==> config.mk <==
export PLATFORM = sky130hd
export DESIGN_NAME = otter_uart_tx
export DESIGN_NICKNAME = d
export VERILOG_FILES = /design/src/rtl/otter_io_pkg.sv /design/src/rtl/uart_tx_fifo.sv /design/src/rtl/otter_uart_tx.sv
export SDC_FILE = /design/constraint.sdc
export NUM_CORES = 1
export LEC_CHECK = 0
export ABC_AREA = 1
export CAP_MARGIN = 10
export CORE_AREA = 3 3 130 195
export DETAILED_ROUTE_END_ITERATION = 12
export DIE_AREA = 0 0 133 198
export SLEW_MARGIN = 20
export SYNTH_ARGS = -nofsm -noshare
export SYNTH_HDL_FRONTEND = slang
export SYNTH_HIERARCHICAL = 1
export SYNTH_SLANG_ARGS = --single-unit
==> constraint.sdc <==
create_clock -name CLK -period 2.9 [get_ports CLK]
set_input_delay 0.58 -clock CLK [delete_from_list [all_inputs] [get_ports CLK]]
set_output_delay 0.58 -clock CLK [all_outputs]
set_load 0.05 [all_outputs]
==> src/rtl/otter_io_pkg.sv <==
// Shared OTTER IO definitions: UART TX state encoding, register offsets, STATUS bit positions.
// UART_TX_PARITY_EN enables the PARITY state in otter_uart_tx.
package otter_io_pkg;

  typedef enum logic [2:0] {
    UART_IDLE   = 3'd0,
    UART_START  = 3'd1,
    UART_DATA   = 3'd2,
    UART_PARITY = 3'd3,
    UART_STOP   = 3'd4
  } uart_tx_state_t;

  localparam int unsigned UART_TXDATA_OFS = 0;
  localparam int unsigned UART_STATUS_OFS = 4;
  localparam int unsigned UART_COUNT_OFS  = 8;

  localparam int unsigned UART_STAT_FULL  = 0;
  localparam int unsigned UART_STAT_EMPTY = 1;
  localparam int unsigned UART_STAT_BUSY  = 2;
  localparam int unsigned UART_STAT_OVF   = 3;

endpackage

==> src/rtl/uart_tx_fifo.sv <==
// Transmit FIFO: registered storage, wrapping pointers, count one bit wider than the pointers.
module uart_tx_fifo #(
  parameter int unsigned WIDTH = 8,
  parameter int unsigned DEPTH = 16
) (
  input  logic                   CLK,
  input  logic                   RST,
  input  logic                   push,
  input  logic [WIDTH-1:0]       wdata,
  input  logic                   pop,
  output logic [WIDTH-1:0]       rdata_c,
  output logic                   full_c,
  output logic                   empty_c,
  output logic [$clog2(DEPTH):0] count
);
  localparam int unsigned PW = $clog2(DEPTH);
  localparam int unsigned CW = PW + 1;

  logic [WIDTH-1:0] mem [DEPTH];
  logic [PW-1:0]    wr_ptr;
  logic [PW-1:0]    rd_ptr;
  logic             do_push;
  logic             do_pop;

  assign full_c  = (count == CW'(DEPTH));
  assign empty_c = (count == '0);
  assign do_push = push && !full_c;
  assign do_pop  = pop && !empty_c;
  assign rdata_c = mem[rd_ptr];

  always_ff @(posedge CLK or posedge RST) begin
    if (RST) begin
      wr_ptr <= '0;
      rd_ptr <= '0;
      count  <= '0;
    end else begin
      if (do_push) wr_ptr <= wr_ptr + PW'(1);
      if (do_pop)  rd_ptr <= rd_ptr + PW'(1);
      case ({do_push, do_pop})
        2'b10:   count <= count + CW'(1);
        2'b01:   count <= count - CW'(1);
        default: ;
      endcase
    end
  end

  always_ff @(posedge CLK) begin
    if (do_push) mem[wr_ptr] <= wdata;
  end

endmodule

==> src/rtl/otter_uart_tx.sv <==
// Memory-mapped UART transmitter on the OTTER IOBUS: TXDATA/STATUS/COUNT registers, FIFO, frame FSM.
// Define UART_TX_PARITY_EN to insert an even-parity bit between the data bits and the stop bit.
module otter_uart_tx
  import otter_io_pkg::*;
#(
  parameter logic [31:0] BASE_ADDR    = 32'h1100_0100,
  parameter int unsigned CLKS_PER_BIT = 868,
  parameter int unsigned FIFO_DEPTH   = 16
) (
  input  logic        CLK,
  input  logic        RST,
  input  logic [31:0] IOBUS_ADDR,
  input  logic [31:0] IOBUS_OUT,
  input  logic        IOBUS_WR,
  output logic [31:0] IOBUS_IN,
  output logic        TX,
  output logic        IRQ_EMPTY
);
  localparam int unsigned BW = $clog2(CLKS_PER_BIT);
  localparam int unsigned CW = $clog2(FIFO_DEPTH) + 1;
  localparam logic [BW-1:0] BIT_LOAD = BW'(CLKS_PER_BIT - 1);

  uart_tx_state_t state;
  logic [BW-1:0]  baud_cnt;
  logic [2:0]     bit_idx;
  logic [2:0]     nxt_idx;
  logic [7:0]     shreg;
  logic           overflow;
  logic           sel_txdata, sel_status, sel_count;
  logic           push, ovf_clr, pop_c, baud_done;
  logic           full, empty;
  logic [7:0]     head;
  logic [CW-1:0]  count;
  logic           unused_bus;

  assign sel_txdata = (IOBUS_ADDR == BASE_ADDR + UART_TXDATA_OFS);
  assign sel_status = (IOBUS_ADDR == BASE_ADDR + UART_STATUS_OFS);
  assign sel_count  = (IOBUS_ADDR == BASE_ADDR + UART_COUNT_OFS);
  assign push       = IOBUS_WR && sel_txdata;
  assign ovf_clr    = IOBUS_WR && sel_status && IOBUS_OUT[3];
  assign unused_bus = ^IOBUS_OUT[31:8];

  assign baud_done = (baud_cnt == '0);
  assign nxt_idx   = bit_idx + 3'd1;
  // Head leaves the FIFO when a frame starts from IDLE or chains straight out of STOP
  assign pop_c     = !empty && ((state == UART_IDLE) || ((state == UART_STOP) && baud_done));
  assign IRQ_EMPTY = empty && (state == UART_IDLE);

  uart_tx_fifo #(
    .WIDTH (8),
    .DEPTH (FIFO_DEPTH)
  ) u_fifo (
    .CLK     (CLK),
    .RST     (RST),
    .push    (push),
    .wdata   (IOBUS_OUT[7:0]),
    .pop     (pop_c),
    .rdata_c (head),
    .full_c  (full),
    .empty_c (empty),
    .count   (count)
  );

  always_comb begin
    IOBUS_IN = '0;
    if (sel_status) begin
      IOBUS_IN[UART_STAT_FULL]  = full;
      IOBUS_IN[UART_STAT_EMPTY] = empty;
      IOBUS_IN[UART_STAT_BUSY]  = (state != UART_IDLE);
      IOBUS_IN[UART_STAT_OVF]   = overflow;
    end else if (sel_count) begin
      IOBUS_IN = 32'(count);
    end
  end

  // Fullness is the pre-edge value, so a same-cycle pop cannot rescue a write
  always_ff @(posedge CLK or posedge RST) begin
    if (RST)                overflow <= 1'b0;
    else if (push && full)  overflow <= 1'b1;
    else if (ovf_clr)       overflow <= 1'b0;
  end

  always_ff @(posedge CLK or posedge RST) begin
    if (RST) begin
      state    <= UART_IDLE;
      baud_cnt <= '0;
      bit_idx  <= '0;
      shreg    <= '0;
      TX       <= 1'b1;
    end else begin
      if (!baud_done) baud_cnt <= baud_cnt - BW'(1);
      case (state)
        UART_IDLE: begin
          TX <= 1'b1;
          if (!empty) begin
            state    <= UART_START;
            shreg    <= head;
            baud_cnt <= BIT_LOAD;
            TX       <= 1'b0;
          end
        end
        UART_START: begin
          if (baud_done) begin
            state    <= UART_DATA;
            bit_idx  <= '0;
            baud_cnt <= BIT_LOAD;
            TX       <= shreg[0];
          end
        end
        UART_DATA: begin
          if (baud_done) begin
            baud_cnt <= BIT_LOAD;
            if (bit_idx == 3'd7) begin
`ifdef UART_TX_PARITY_EN
              state <= UART_PARITY;
              TX    <= ^shreg;
`else
              state <= UART_STOP;
              TX    <= 1'b1;
`endif
            end else begin
              bit_idx <= nxt_idx;
              TX      <= shreg[nxt_idx];
            end
          end
        end
`ifdef UART_TX_PARITY_EN
        UART_PARITY: begin
          if (baud_done) begin
            state    <= UART_STOP;
            baud_cnt <= BIT_LOAD;
            TX       <= 1'b1;
          end
        end
`endif
        UART_STOP: begin
          if (baud_done) begin
            if (!empty) begin
              state    <= UART_START;
              shreg    <= head;
              baud_cnt <= BIT_LOAD;
              TX       <= 1'b0;
            end else begin
              state <= UART_IDLE;
              TX    <= 1'b1;
            end
          end
        end
        default: begin
          state <= UART_IDLE;
          TX    <= 1'b1;
        end
      endcase
    end
  end

endmodule

==> key figures <==
Outcome
  • Outcome: complete, no violations

Critical path
  • WP data required: between 2 and 2.5 ns
  • Critical Path AT: around 2.1 ns
  • Crit end category: output port
  • WS Path Type: input port to output port
  • Reg2reg setup slack: between 0.3 and 0.4 ns
  • Largest fanout on the critical path: 5
  • Critical path launch point type: input port

Die
  • Placeable Area: about 0.024 mm2
  • Ports: approximately 100
  • Die width: about 130 um
  • Starting Density: 34.9%
  • Die H: roughly 200 um
  • Die ar.: 0.0263 mm2
  • FP Rows: between 60 and 70

Pwr
  • Internal power: about 3800 uW
  • Sw Ratio: about a quarter
  • PD cells: 503 mW/mm2
  • Pleak: around 0.0044 uW
  • Clk pwr share: a little over two fifths
  • Logic pwr share: 4.0%
  • Psw: ~1200 uW
  • Maximum vdd ir drop: 352 uV
  • Reg power frac: between 50% and 60%

Clock tree
  • CTS root buf: clkbuf_16
  • Worst-path clk slew: roughly 0.060 ns
  • CTS buffer count: 17
  • CTS Hold Bufs: 0
  • Num Clock Sinks: 167
  • TritonCTS clock tree: built
  • H-tree levels: 4
  • Clock latency on the worst-skew pair: approximately 0.43 ns
  • CTS max path bufs: 2

Cells and area
  • Layout cells sized above 1: a little over a tenth
  • Footprint of the multi-input gates: between 0.002 and 0.003 mm2
  • Layout area overhead: 19.0%
  • Final Util: around two fifths
  • Nets: approximately 1.1k
  • N_diodes: 0
  • Filler cells: 2318
  • Finished Layout Cells: 1333
  • Storage cell area: roughly 0.0048 mm2

Synth
  • Yosys warning total: 6
  • Syn Inst Count: slightly above 900
  • FFs w/ async S/R, synth: 23.4%
  • Number of synthesized flops with an enable pin: 128
  • Sequential fraction of the synthesis area: 58.2%
  • Synth Flop Type: edfxtp_1
  • Number of synthesized register bits: ~170
  • Mapped cell area: just over 0.008 mm2
  • Synth cell types: 37
  • Synth Area per Inst: roughly 9.0 um2

Routing
  • Router iterations before antenna repair: 4
  • Avg WL per Cell: between 10 and 15 um
  • DR iter-0 viols: about 380
  • Post-route ant nets: 0
  • Via/cell ratio: 4.40
  • DRT Wirelength: roughly 18000 um
  • Vias: 5863
  • # DRC: 0

Global routing
  • Global route overflow: 0
  • Largest net degree at the start of global routing: 65
  • Total global-route track usage: 13.9%
  • Vias in the first global route: approximately 6k
  • Initial antenna violation count: 0
  • Global-route wire length before repair: approximately 29000 um

STA
  • Final Setup Violations: 0
  • Fin. Hold Viols: 0
  • F_max: around 370 MHz
  • Fin crit period: 2.69 ns
  • Final worst slack: 0.211 ns
  • Fin crit share: 92.7%
  • Worst-margin pin slew: approximately 0.67 ns
  • Slew margin rel.: between 50% and 60%
  • RSZ-0062 raised after global routing: false
  • Setup Skew: between 0.02 and 0.025 ns
  • Max Slew Vio Count: 0

Flow run
  • Max-Cap Viols: 0

Placement
  • IO buf count: 49
  • Pre-CTS setup slack: -0.0872 ns
  • Post-DP HPWL: around 12000 um
  • DP Cell Count: 1301
  • Global placement routability congestion: ~0.83

Min path
  • Worst Hold Class: input port to async pin
cell type report:
| class | count | share of cell area [%] |
|---|---|---|
| multi-input cells | 617 | 28.4 |
| flip-flops and latches | 167 | 49.0 |
| repair buffers | 86 | 8.46 |
| well taps | 319 | 4.05 |
| clock buffers | 17 | 4.32 |
| inverters | 112 | 4.28 |
| clock inverters | 15 | 1.54 |
cell families after synthesis:
kind of cell	count (synthesis)	synth area share [%]
flops	167	58.2
fa+ha+maj	15	2.36
compound gates	15	1.09
simple gates	547	27.7
buf+inv	164	9.22
other cells	1	0.0453
xor+xnor	13	1.38
critical path: stages:
cell and delay [ns]:
clkdlybuf4s50_1 0.45, inv_1 0.05, nor2_1 0.08, nand2_1 0.06
nor2_1 0.15, buf_4 0.14, inv_1 0.04, nor2_2 0.18
and3_1 0.23, buf_12 0.15
worst paths after layout:
| path | startpoint | end | cells past startpoint |
|---|---|---|---|
| max | IOBUS_ADDR[8] | IOBUS_IN[4] | 10 |
| min | RST | overflow | 2 |
| max reg2reg | baud_cnt[1] | u_fifo/count[4] | 20 |
| min reg2reg | shreg[4] | shreg[4] | 2 |
| max in group asynchronous | RST | u_fifo/rd_ptr[0] | 2 |
| min in group CLK | shreg[4] | shreg[4] | 2 |
cells in the mapped netlist, types with 2 or more instances:
library cell    n  area share (%)
edfxtp_1      128              46
clkbuf_1        4            0.18
o21ai_1         2            0.12
buf_4          30             2.7
nand3_1        83             5.0
xor2_1          9            0.95
nand3b_1        4            0.36
nor2_2          3            0.23
nor3_1          6            0.36
dfrtp_1        38              11
buf_2          15            0.91
nor2_1        104             4.7
inv_1         100             4.5
nand2_2         3            0.23
o21ai_0         9            0.54
ha_1           14             2.1
xnor2_1         4            0.42
nand3_2         2            0.24
nand2_1       323              15
nor2_4          5            0.68
nand4_1         8            0.60
a21oi_1         2            0.12
or2_2           2            0.15
buf_6           2            0.27
inv_2          10            0.45
stage by stage:
stage / power (uW) / area (um2) / hold slack [ns] / TNS, ns
3_5_place_dp: 2830 / 9270 / 0.458 / -2.92
4_1_cts: 5020 / 9840 / 0.358 / 0
5_1_grt: 5130 / 9850 / 0.370 / 0
2_1_floorplan: 2760 / 8380 / 0.442 / 0
6_report: 4960 / 9850 / 0.366 / 0
3_3_place_gp: 2830 / 9270 / 0.456 / -1.36
power groups by stage:
| stage | Sequential [uW] | Combinational [uW] | Clock, uW |
|---|---|---|---|
| finish | 2580 | 199 | 2180 |
| detailed placement | 2630 | 201 | 0 |
| global placement | 2630 | 197 | 0 |
| floorplan | 2630 | 127 | 0 |
| global route | 2580 | 214 | 2340 |
| CTS | 2580 | 201 | 2240 |
repair_timing:
item	4_1_cts	5_1_grt
resized for setup	0	3
setup endpoints to repair	0	2
endpoints found under the hold margin	0	0
buffers inserted	0	0
sequential cells by signal, summed over array words and instances (netlist names):
register       count
shreg              8
state              3
u_fifo/wr_ptr      4
u_fifo/rd_ptr      4
u_fifo/count       5
u_fifo/mem       128
bit_idx            3
TX                 1
overflow           1
baud_cnt          10
layer usage:
metal  global-route usage, %  vias up  wire length [um]
met1                    15.3     2705              7120
met5                       0        -                 0
met4                    4.97        0               243
met3                    2.26       11               705
met2                    26.6      116              9640
li1                        -     3031                 -
cell usage in the layout (no fill, tap or decap), drive strengths merged:
master	Yosys	layout
clkinv	2	7
fa	1	1
conb	1	27
and2	1	1
edfxtp	128	128
xor2	9	9
xnor2	4	4
nand2	326	326
inv	110	119
or2	3	3
nor2	112	112
dfrtp	38	38
dfstp	1	1
clkinvlp	0	1
nand3b	4	4
clkdlybuf4s50	0	43
nand3	86	86
dlymetal6s2s	0	1
o21ai	12	12
buf	48	42
ha	14	14
clkbuf	4	17
nand4	8	8
a21oi	3	3
nor3	6	6
and3	1	1
No activity file was read; power rests on OpenSTA's default activity.
